--- config.mk ---
export PLATFORM = sky130hd
export DESIGN_NAME = fpdiv_sched
export DESIGN_NICKNAME = d
export VERILOG_FILES = /design/src/rtl/fpdiv_sched.sv
export SDC_FILE = /design/constraint.sdc
export NUM_CORES = 1
export LEC_CHECK = 0
export CAP_MARGIN = 20
export CORE_AREA = 2 2 155 157
export CTS_BUF_LIST = sky130_fd_sc_hd__clkbuf_16
export CTS_CLUSTER_DIAMETER = 30
export DETAILED_ROUTE_END_ITERATION = 8
export DIE_AREA = 0 0 157 159
export GPL_TIMING_DRIVEN = 0
export PLACE_DENSITY = 0.6
export SETUP_SLACK_MARGIN = 0.15
export SYNTH_ARGS = -nofsm -noshare
export SYNTH_HDL_FRONTEND = slang
export SYNTH_SLANG_ARGS = --single-unit
--- constraint.sdc ---
create_clock -name clk -period 4.4 [get_ports clk]
set_clock_uncertainty 0.2 [all_clocks]
set_input_delay 0.66 -clock clk [delete_from_list [all_inputs] [get_ports clk]]
set_output_delay 0.66 -clock clk [all_outputs]
set_load 0.005 [all_outputs]
--- src/rtl/fpdiv_sched.sv ---
// fpdiv_sched: round-robin scheduler sharing one iterative single-precision divider among NREQ requesters.
// Define FPDIV_SCHED_BYPASS_EN to resolve NaN/zero/infinity operands locally without starting the divider.
//
// state | meaning
// IDLE  | arbitrating; req_ready raised for the round-robin winner
// ISSUE | one-cycle div_start with the latched operands
// BUSY  | waiting for div_done
// RESP  | response held until resp_ready

module fpdiv_sched #(
    parameter int NREQ = 4,
    parameter int IDW  = 2
) (
    input  logic                 clk,
    input  logic                 reset,
    input  logic [NREQ-1:0]      req_valid,
    output logic [NREQ-1:0]      req_ready,
    input  logic [32*NREQ-1:0]   req_n,
    input  logic [32*NREQ-1:0]   req_d,
    input  logic [NREQ-1:0]      req_rm,
    output logic                 resp_valid,
    input  logic                 resp_ready,
    output logic [IDW-1:0]       resp_id,
    output logic [31:0]          resp_q,
    output logic                 div_start,
    output logic [31:0]          div_n,
    output logic [31:0]          div_d,
    output logic                 div_rm,
    input  logic                 div_done,
    input  logic [31:0]          div_q
);

    typedef enum logic [1:0] {
        S_IDLE  = 2'd0,
        S_ISSUE = 2'd1,
        S_BUSY  = 2'd2,
        S_RESP  = 2'd3
    } state_t;

    state_t          state;
    state_t          state_nx;
    logic [IDW-1:0]  rr_ptr;
    logic [IDW-1:0]  ptr_nx;
    logic [IDW-1:0]  grant;
    logic [IDW-1:0]  id_q;
    logic            grant_vld;
    logic            hs;
    logic [NREQ-1:0] rot;
    logic [31:0]     sel_n;
    logic [31:0]     sel_d;
    logic            sel_rm;
    int              arb_sel;
    int              arb_sum;

`ifdef FPDIV_SCHED_BYPASS_EN
    logic            byp_hit;
    logic [31:0]     byp_q;

    // Priority: invalid (NaN, 0/0, inf/inf), then x/0, then 0/x or x/inf, then inf/x.
    function automatic logic [32:0] bypass_fn(input logic [31:0] n, input logic [31:0] d);
        logic n_nan, d_nan, n_inf, d_inf, n_zero, d_zero, s;
        n_nan  = (&n[30:23]) && (|n[22:0]);
        d_nan  = (&d[30:23]) && (|d[22:0]);
        n_inf  = (&n[30:23]) && !(|n[22:0]);
        d_inf  = (&d[30:23]) && !(|d[22:0]);
        n_zero = !(|n[30:0]);
        d_zero = !(|d[30:0]);
        s      = n[31] ^ d[31];
        if (n_nan || d_nan || (n_zero && d_zero) || (n_inf && d_inf))
            return {1'b1, 32'h7FC00000};
        else if (d_zero)
            return {1'b1, s, 31'h7F800000};
        else if (n_zero || d_inf)
            return {1'b1, s, 31'h00000000};
        else if (n_inf)
            return {1'b1, s, 31'h7F800000};
        else
            return {1'b0, 32'h00000000};
    endfunction

    always_comb begin
        {byp_hit, byp_q} = bypass_fn(sel_n, sel_d);
    end
`endif

    // Rotate so bit 0 belongs to rr_ptr, take the lowest set bit, then rotate the index back.
    always_comb begin
        rot       = NREQ'({req_valid, req_valid} >> rr_ptr);
        grant_vld = |rot;
        arb_sel   = 0;
        for (int k = NREQ - 1; k >= 0; k--) begin
            if (rot[k]) arb_sel = k;
        end
        arb_sum = int'(rr_ptr) + arb_sel;
        if (arb_sum >= NREQ) arb_sum = arb_sum - NREQ;
        grant = IDW'(arb_sum);
    end

    always_comb begin
        ptr_nx = (grant == IDW'(NREQ - 1)) ? '0 : grant + 1'b1;
    end

    always_comb begin
        req_ready = '0;
        if (reset && state == S_IDLE && grant_vld)
            req_ready = NREQ'(1) << grant;
    end

    assign hs = |(req_valid & req_ready);

    always_comb begin
        sel_n  = '0;
        sel_d  = '0;
        sel_rm = 1'b0;
        for (int k = 0; k < NREQ; k++) begin
            if (grant == IDW'(k)) begin
                sel_n  = req_n[k*32 +: 32];
                sel_d  = req_d[k*32 +: 32];
                sel_rm = req_rm[k];
            end
        end
    end

    always_ff @(posedge clk) begin
        if (!reset) state <= S_IDLE;
        else        state <= state_nx;
    end

    always_comb begin
        state_nx = state;
        case (state)
            S_IDLE: begin
                if (hs) begin
`ifdef FPDIV_SCHED_BYPASS_EN
                    state_nx = byp_hit ? S_RESP : S_ISSUE;
`else
                    state_nx = S_ISSUE;
`endif
                end
            end
            S_ISSUE: state_nx = S_BUSY;
            S_BUSY:  if (div_done)   state_nx = S_RESP;
            S_RESP:  if (resp_ready) state_nx = S_IDLE;
            default: state_nx = S_IDLE;
        endcase
    end

    always_comb begin
        div_start  = (state == S_ISSUE);
        resp_valid = (state == S_RESP);
    end

    always_ff @(posedge clk) begin
        if (!reset) begin
            rr_ptr  <= '0;
            id_q    <= '0;
            div_n   <= '0;
            div_d   <= '0;
            div_rm  <= 1'b0;
            resp_q  <= '0;
            resp_id <= '0;
        end else begin
            if (state == S_IDLE && hs) begin
                div_n  <= sel_n;
                div_d  <= sel_d;
                div_rm <= sel_rm;
                id_q   <= grant;
                rr_ptr <= ptr_nx;
`ifdef FPDIV_SCHED_BYPASS_EN
                if (byp_hit) begin
                    resp_q  <= byp_q;
                    resp_id <= grant;
                end
`endif
            end
            if (state == S_BUSY && div_done) begin
                resp_q  <= div_q;
                resp_id <= id_q;
            end
        end
    end

endmodule

==> flow_metrics.env, run 1 <==
export IMPL_hold_start="resp_id[1]"
export IMPL_grt_overflow=0
export IMPL_endpoint_kind="primary output"
export IMPL_critPathMaxFanout=10
export IMPL_synth_edf_count=0
export IMPL_drive_above_1_share=0.0769
export IMPL_rr_startpoint="rr_ptr[0]"
export IMPL_crit_type="reg2out"
export IMPL_insertion_delay_ps=350
export IMPL_grt_pass1_vias=8041
export IMPL_die_w_um=157
export IMPL_clock_root_buffer="clkbuf_16"
export IMPL_finalSetupViolations=0
export IMPL_max_vdd_ir_drop_v=0.000312
export IMPL_cts_tree="yes"
export IMPL_setup_tns_ps=0
export IMPL_hold_depth=2
export IMPL_synth_commonest_cells="292 x nand2_1, 109 x a21oi_1, 105 x dfxtp_1, 85 x o21ai_0, 70 x nor2_1"
export IMPL_clock_path_buffers=2
export IMPL_synth_top_area_frac=0.332
export IMPL_ys_flop_type="dfxtp_1"
export IMPL_slowest_delay_ps=500
export IMPL_drc=0
export IMPL_yosysMostFrequentCell="nand2_1"
export IMPL_final_period_utilization=0.925
export IMPL_clkSinkCount=105
export IMPL_wl_per_cell_um=18.1
export IMPL_io_buffer_count=399
export IMPL_place_gp_congestion=0.856
export IMPL_cts_clk_slew_worst_paths_ps=80
export IMPL_synth_top_area_cell="dfxtp_1"
export IMPL_crit_arrival_ps=3210
export IMPL_critPathRequiredTime_ps=3540
export IMPL_wl_mm=30.6
export IMPL_whs_endpoint="resp_id[1]"
export IMPL_worstRegToRegCells=13
export IMPL_core_area_um2=23200
export IMPL_grt_first_pass_wirelength_mm=45.8
export IMPL_dr_pass1_iters=4
export IMPL_cp_cell_sequence="clkbuf_4, nor4_1, a21oi_1, o211ai_1, ha_2, xor2_2, ha_2, clkbuf_4, clkbuf_4, and2_1, clkdlybuf4s50_1"
export IMPL_die_h_um=159
export IMPL_async_reset_ff_frac=0
export IMPL_holdCritPathClass="reg2reg"
export IMPL_syn_avg_cell_area_um2=6.67
export IMPL_ant_nets=0
export IMPL_reg2reg_to="div_n[31]"
export IMPL_maxSlewHeadroom=0.418
export IMPL_drv_slew=0
export IMPL_grtUsageTotal=0.239
export IMPL_finalCriticalPeriod_ps=4070
export IMPL_place_hpwl_mm=24.2
export IMPL_pin_count=405
export IMPL_critPathSlowestCell="clkdlybuf4s50_1"
export IMPL_grt_max_degree=21
export IMPL_cts_max_level=3
export IMPL_syn_area_um2=6330
export IMPL_synth_cells=950
export IMPL_ys_warnings_count=0
export IMPL_startpoint_type="flip-flop"
export IMPL_via_count=7881
export IMPL_regArea_um2=2100
export IMPL_leakage_nw=4.09
export IMPL_start_util=0.273
export IMPL_drt_initial_drc_count=346
export IMPL_finalPower_mw=7.24
export IMPL_fmax_mhz=246
export IMPL_viasPerCell=4.67
export IMPL_ys_ff_latch=105
export IMPL_holdBufCountCts=0
export IMPL_status="finished, final reports clean"
export IMPL_worst_pin_slew_ps=872
export IMPL_power_density_nw_per_um2=652
export IMPL_fill_cells=2409
export IMPL_cap_violations=0
export IMPL_fp_row_count=56
export IMPL_syn2layout_area_growth_pct=75.4
export IMPL_num_nets_final=1670
export IMPL_ys_seq_area_frac=0.332
export IMPL_numCtsBuffers=9
export IMPL_ys_types=39
export IMPL_hold_viol=0
export IMPL_crit_top_cell="clkbuf_4"
export IMPL_rsz0062_at_grt="false"
export IMPL_multi_input_area_um2=3800
export IMPL_die_area_um2=25000
export IMPL_synth_area_top_cells="dfxtp_1 33%, nand2_1 17%, a21oi_1 8.6%"
export IMPL_regToRegSetupSlack_ps=650
export IMPL_syn_nets=1259
export IMPL_antenna_found_initial=2
[metrics by stage]
step	hold slack, ps	setup WS (ps)	cell area (um^2)	cells	util
finish	265	332	11100	1687	0.479
detailed placement	257	-364	10700	1668	0.463
global route	290	158	11100	1687	0.479
global placement	251	-358	10700	1668	0.463
CTS	269	175	11100	1684	0.478
floorplan	240	848	6330	950	-
[state kept, by name, summed over array words and instances, names as in the netlist]
signal and cells:
div_rm 1, state 2, div_d 32, resp_id 2, rr_ptr 2, div_n 32, id_q 2, resp_q 32
[per-layer routing]
layer / vias to the layer above / track usage / share of wire
li1: 4031 / - / -
met1: 3504 / 0.274 / 0.41
met2: 313 / 0.422 / 0.48
met3: 33 / 0.0773 / 0.091
met4: 0 / 0.0680 / 0.022
met5: - / 0 / 0
[power by group]
part	switching (mW)	total [mW]	internal (mW)	leakage [nW]
combinational	2.89	4.89	2.00	3.08
clock	0.426	0.887	0.461	0.157
sequential	0.186	1.47	1.28	0.856
total	3.50	7.24	3.74	4.09
[cell families after synthesis]
group,count (synthesis),share of synthesized area
DFF,105,0.332
xor gates and xnor gates,1,0.00138
muxes,7,0.0126
adders and majority gates,9,0.0178
and+or+nand+nor,378,0.231
buffers and inverters,95,0.0713
AOI/OAI and AO/OA,355,0.334
[what timing repair did]
item / in CTS / in global routing
buffers inserted: 0 / 2
pin swaps: 0 / 2
endpoints found under the setup margin: 3 / 6
gates resized for setup: 11 / 9
[how the worst max path moves through the flow]
stage | start | end | slack (ps) | depth (start not counted)
after floorplan | req_valid[3] | req_ready[1] | 850 | 10
after global placement | req_valid[3] | req_ready[2] | -360 | 12
after detailed placement | req_valid[3] | req_ready[2] | -360 | 12
after CTS | rr_ptr[0] | req_ready[2] | 180 | 12
after global routing | rr_ptr[0] | req_ready[1] | 160 | 12
final | rr_ptr[0] | req_ready[1] | 330 | 11
[cells in the final DEF, fill, tap and decap left out, types with 6 or more instances in the layout]
master and count:
clkbuf_16 9, o21ai_1 47, nand2_1 292, inv_1 7, nor2_1 70, clkdlybuf4s50_1 399, and2_1 6, a21boi_0 34
a21oi_1 109, buf_4 6, buf_2 21, dfxtp_1 105, a31oi_1 23, ha_1 6, clkbuf_1 47, o21ai_0 85
a21oi_2 40
[worst max-delay path: cells and delay by family, from the launching register on]
family	cells	cell delay, ps
and+or+nand+nor	2	410
DFF	1	330
buffers and inverters	4	1140
AOI/OAI and AO/OA	2	170
adders and majority gates	2	560
xor gates and xnor gates	1	230
[area by class of cell]
type,instances,share of cell area
multi-input cells,750,0.342
well taps,319,0.0359
repair buffers,401,0.361
plain buffers,87,0.0406
clock inverters,7,0.00878
diodes,2,0.000450
inverters,7,0.00236
clock buffers,9,0.0203
flip-flops and latches,105,0.189
Power figures use the tool's default switching activity.
==> run 2: changes to the inputs <==
--- a/config.mk
+++ b/config.mk
@@ -8,3 +8,3 @@
 export CAP_MARGIN = 20
-export CORE_AREA = 2 2 155 157
+export CORE_AREA = 2 2 158 160
 export CTS_BUF_LIST = sky130_fd_sc_hd__clkbuf_16
@@ -12,5 +12,4 @@
 export DETAILED_ROUTE_END_ITERATION = 8
-export DIE_AREA = 0 0 157 159
-export GPL_TIMING_DRIVEN = 0
-export PLACE_DENSITY = 0.6
+export DIE_AREA = 0 0 160 162
+export PLACE_DENSITY = 0.58
 export SETUP_SLACK_MARGIN = 0.15
==> constraint.sdc (replaced) <==
create_clock -name clk -period 5.2 [get_ports clk]
set_clock_uncertainty 0.2 [all_clocks]
set_input_delay 0.78 -clock clk [delete_from_list [all_inputs] [get_ports clk]]
set_output_delay 0.78 -clock clk [all_outputs]
set_load 0.01 [all_outputs]
==> run 2 against run 1 <==
  * Combinational power is 18% lower
  * Register-to-register slack better by 690 ps
  * Power down 18%
  * Wire length decreased by 7.2%
  * Final cell count fell by 3.9%
  * First-iteration DRC count is 26% higher
  * Hold slack is essentially flat
  * Critical path type is now in2out
  * Highest routed layer unchanged
==> flow_metrics.env, run 2 (synthesis results as in run 1) <==
export IMPL_status="finished, final reports clean"
export IMPL_drc=0
export IMPL_rsz0062_at_grt="false"
export IMPL_leakage_nw=3.97
export IMPL_pin_count=405
export IMPL_holdBufCountCts=0
export IMPL_ctsResizeCount=0
export IMPL_final_cell_mix="403 x clkdlybuf4s50_1, 292 x nand2_1, 109 x a21oi_1"
export IMPL_finish_instance_area_um2=10900
export IMPL_hold_start="resp_id[0]"
export IMPL_layout_commonest_cell="clkdlybuf4s50_1"
export IMPL_place_gp_congestion=0.874
export IMPL_max_vdd_ir_drop_v=0.000512
export IMPL_die_area_um2=25900
export IMPL_viasPerCell=4.71
export IMPL_worst_pin_slew_ps=1040
export IMPL_io_buffer_count=404
export IMPL_whs_endpoint="resp_id[0]"
export IMPL_power_density_nw_per_um2=546
export IMPL_startpoint_type="input port"
export IMPL_critPathRequiredTime_ps=4220
export IMPL_hold_viol=0
export IMPL_finalCriticalPeriod_ps=4620
export IMPL_placed_cells=1603
export IMPL_worstRegToRegCells=15
export IMPL_start_util=0.263
export IMPL_cts_clk_slew_worst_paths_ps=70
export IMPL_grtUsageTotal=0.212
export IMPL_drt_initial_drc_count=436
export IMPL_hold_depth=2
export IMPL_die_w_um=160
export IMPL_final_period_utilization=0.889
export IMPL_insertion_delay_ps=360
export IMPL_rr_startpoint="rr_ptr[0]"
export IMPL_numCtsBuffers=9
export IMPL_critPathMaxFanout=9
export IMPL_drv_slew=0
export IMPL_crit_type="in2out"
export IMPL_core_area_um2=24100
export IMPL_multi_input_area_um2=3830
export IMPL_cts_max_level=3
export IMPL_dr_pass1_iters=4
export IMPL_num_nets_final=1600
export IMPL_finalPower_mw=5.96
export IMPL_wl_per_cell_um=17.5
export IMPL_reg2reg_to="div_n[25]"
export IMPL_finalSetupViolations=0
export IMPL_die_h_um=162
export IMPL_reg_top3="div_d x32, div_n x32, resp_q x32"
export IMPL_fp_row_count=57
export IMPL_final_cells=1622
export IMPL_cap_violations=0
export IMPL_clock_path_buffers=2
export IMPL_regToRegSetupSlack_ps=1340
export IMPL_holdCritPathClass="reg2reg"
export IMPL_clkSinkCount=105
export IMPL_fill_cells=2554
export IMPL_crit_arrival_ps=3640
export IMPL_grt_pass1_vias=7392
export IMPL_ant_nets=0
export IMPL_grt_first_pass_wirelength_mm=42.4
export IMPL_postCtsSetupRepairBufs=0
export IMPL_setup_tns_ps=0
export IMPL_antenna_found_initial=2
export IMPL_drive_above_1_share=0.0625
export IMPL_endpoint_kind="primary output"
export IMPL_placed_area_um2=10600
export IMPL_maxSlewHeadroom=0.305
export IMPL_grt_overflow=0
export IMPL_fmax_mhz=216
export IMPL_cts_tree="yes"
export IMPL_place_hpwl_mm=20.4
export IMPL_wl_mm=28.4
export IMPL_grt_max_degree=131
export IMPL_via_count=7637
export IMPL_regArea_um2=2100
export IMPL_syn2layout_area_growth_pct=72.3
export IMPL_clock_root_buffer="clkbuf_16"
## run 2: cell types whose count changed in the layout (fill, tap and decap cells not counted), sizes merged
cell and delta:
clkbuf -54, buf -20, clkdlybuf4s50 +4, inv -2
clkinv +1, clkinvlp +1
## run 2: worst max-delay path, stage by stage
cell             delay, ps
clkdlybuf4s50_1        620
and3b_1                210
o21ai_0                140
o211ai_1               120
ha_1                   430
inv_1                  170
nor2_1                 260
mux2_4                 200
and2_1                 110
clkdlybuf4s50_1        580
## run 2: per-layer routing
layer | GRT usage | wire length (um) | vias to the layer above
li1 | - | - | 3881
met1 | 0.235 | 11400 | 3390
met2 | 0.373 | 13400 | 322
met3 | 0.0672 | 2550 | 44
met4 | 0.0975 | 1110 | 0
met5 | 0 | 0 | -
## run 2: metrics by stage
step | utilization | worst slack, ps | hold WS (ps)
6_report | 0.453 | 576 | 266
5_1_grt | 0.453 | 322 | 289
4_1_cts | 0.452 | 533 | 271
3_5_place_dp | 0.439 | 481 | 260
3_3_place_gp | 0.437 | 491 | 253
2_1_floorplan | - | 1370 | 240
## run 2: worst max path at each step
stage                       from           end  slack (ps)
finish              req_valid[3]  req_ready[3]         580
global route        req_valid[3]  req_ready[0]         320
CTS                 req_valid[2]  req_ready[0]         530
detailed placement  req_valid[2]     div_n[21]         480
global placement    req_valid[2]     div_n[25]         490
floorplan           req_valid[3]  req_ready[1]        1370
## run 2: cell type report
type                    count  share of cell area
diodes                      2            0.000458
clock inverters             7             0.00802
clock buffers               9              0.0206
multi-input cells         750               0.351
inverters                   7             0.00241
repair buffers            418               0.388
well taps                 324              0.0371
flip-flops and latches    105               0.193
## run 2: power breakdown
part / leakage (nW) / internal (mW) / total (mW) / switching [mW]
sequential: 0.856 / 1.09 / 1.25 / 0.159
clock: 0.151 / 0.384 / 0.729 / 0.346
combinational: 2.96 / 1.61 / 3.99 / 2.38
==> run 3: changes to the inputs <==
Settings changed: SKIP_LAST_GASP set to 1.
==> results of run 3 <==
No change in the layout: final DEF, timing and power equal those of run 2.
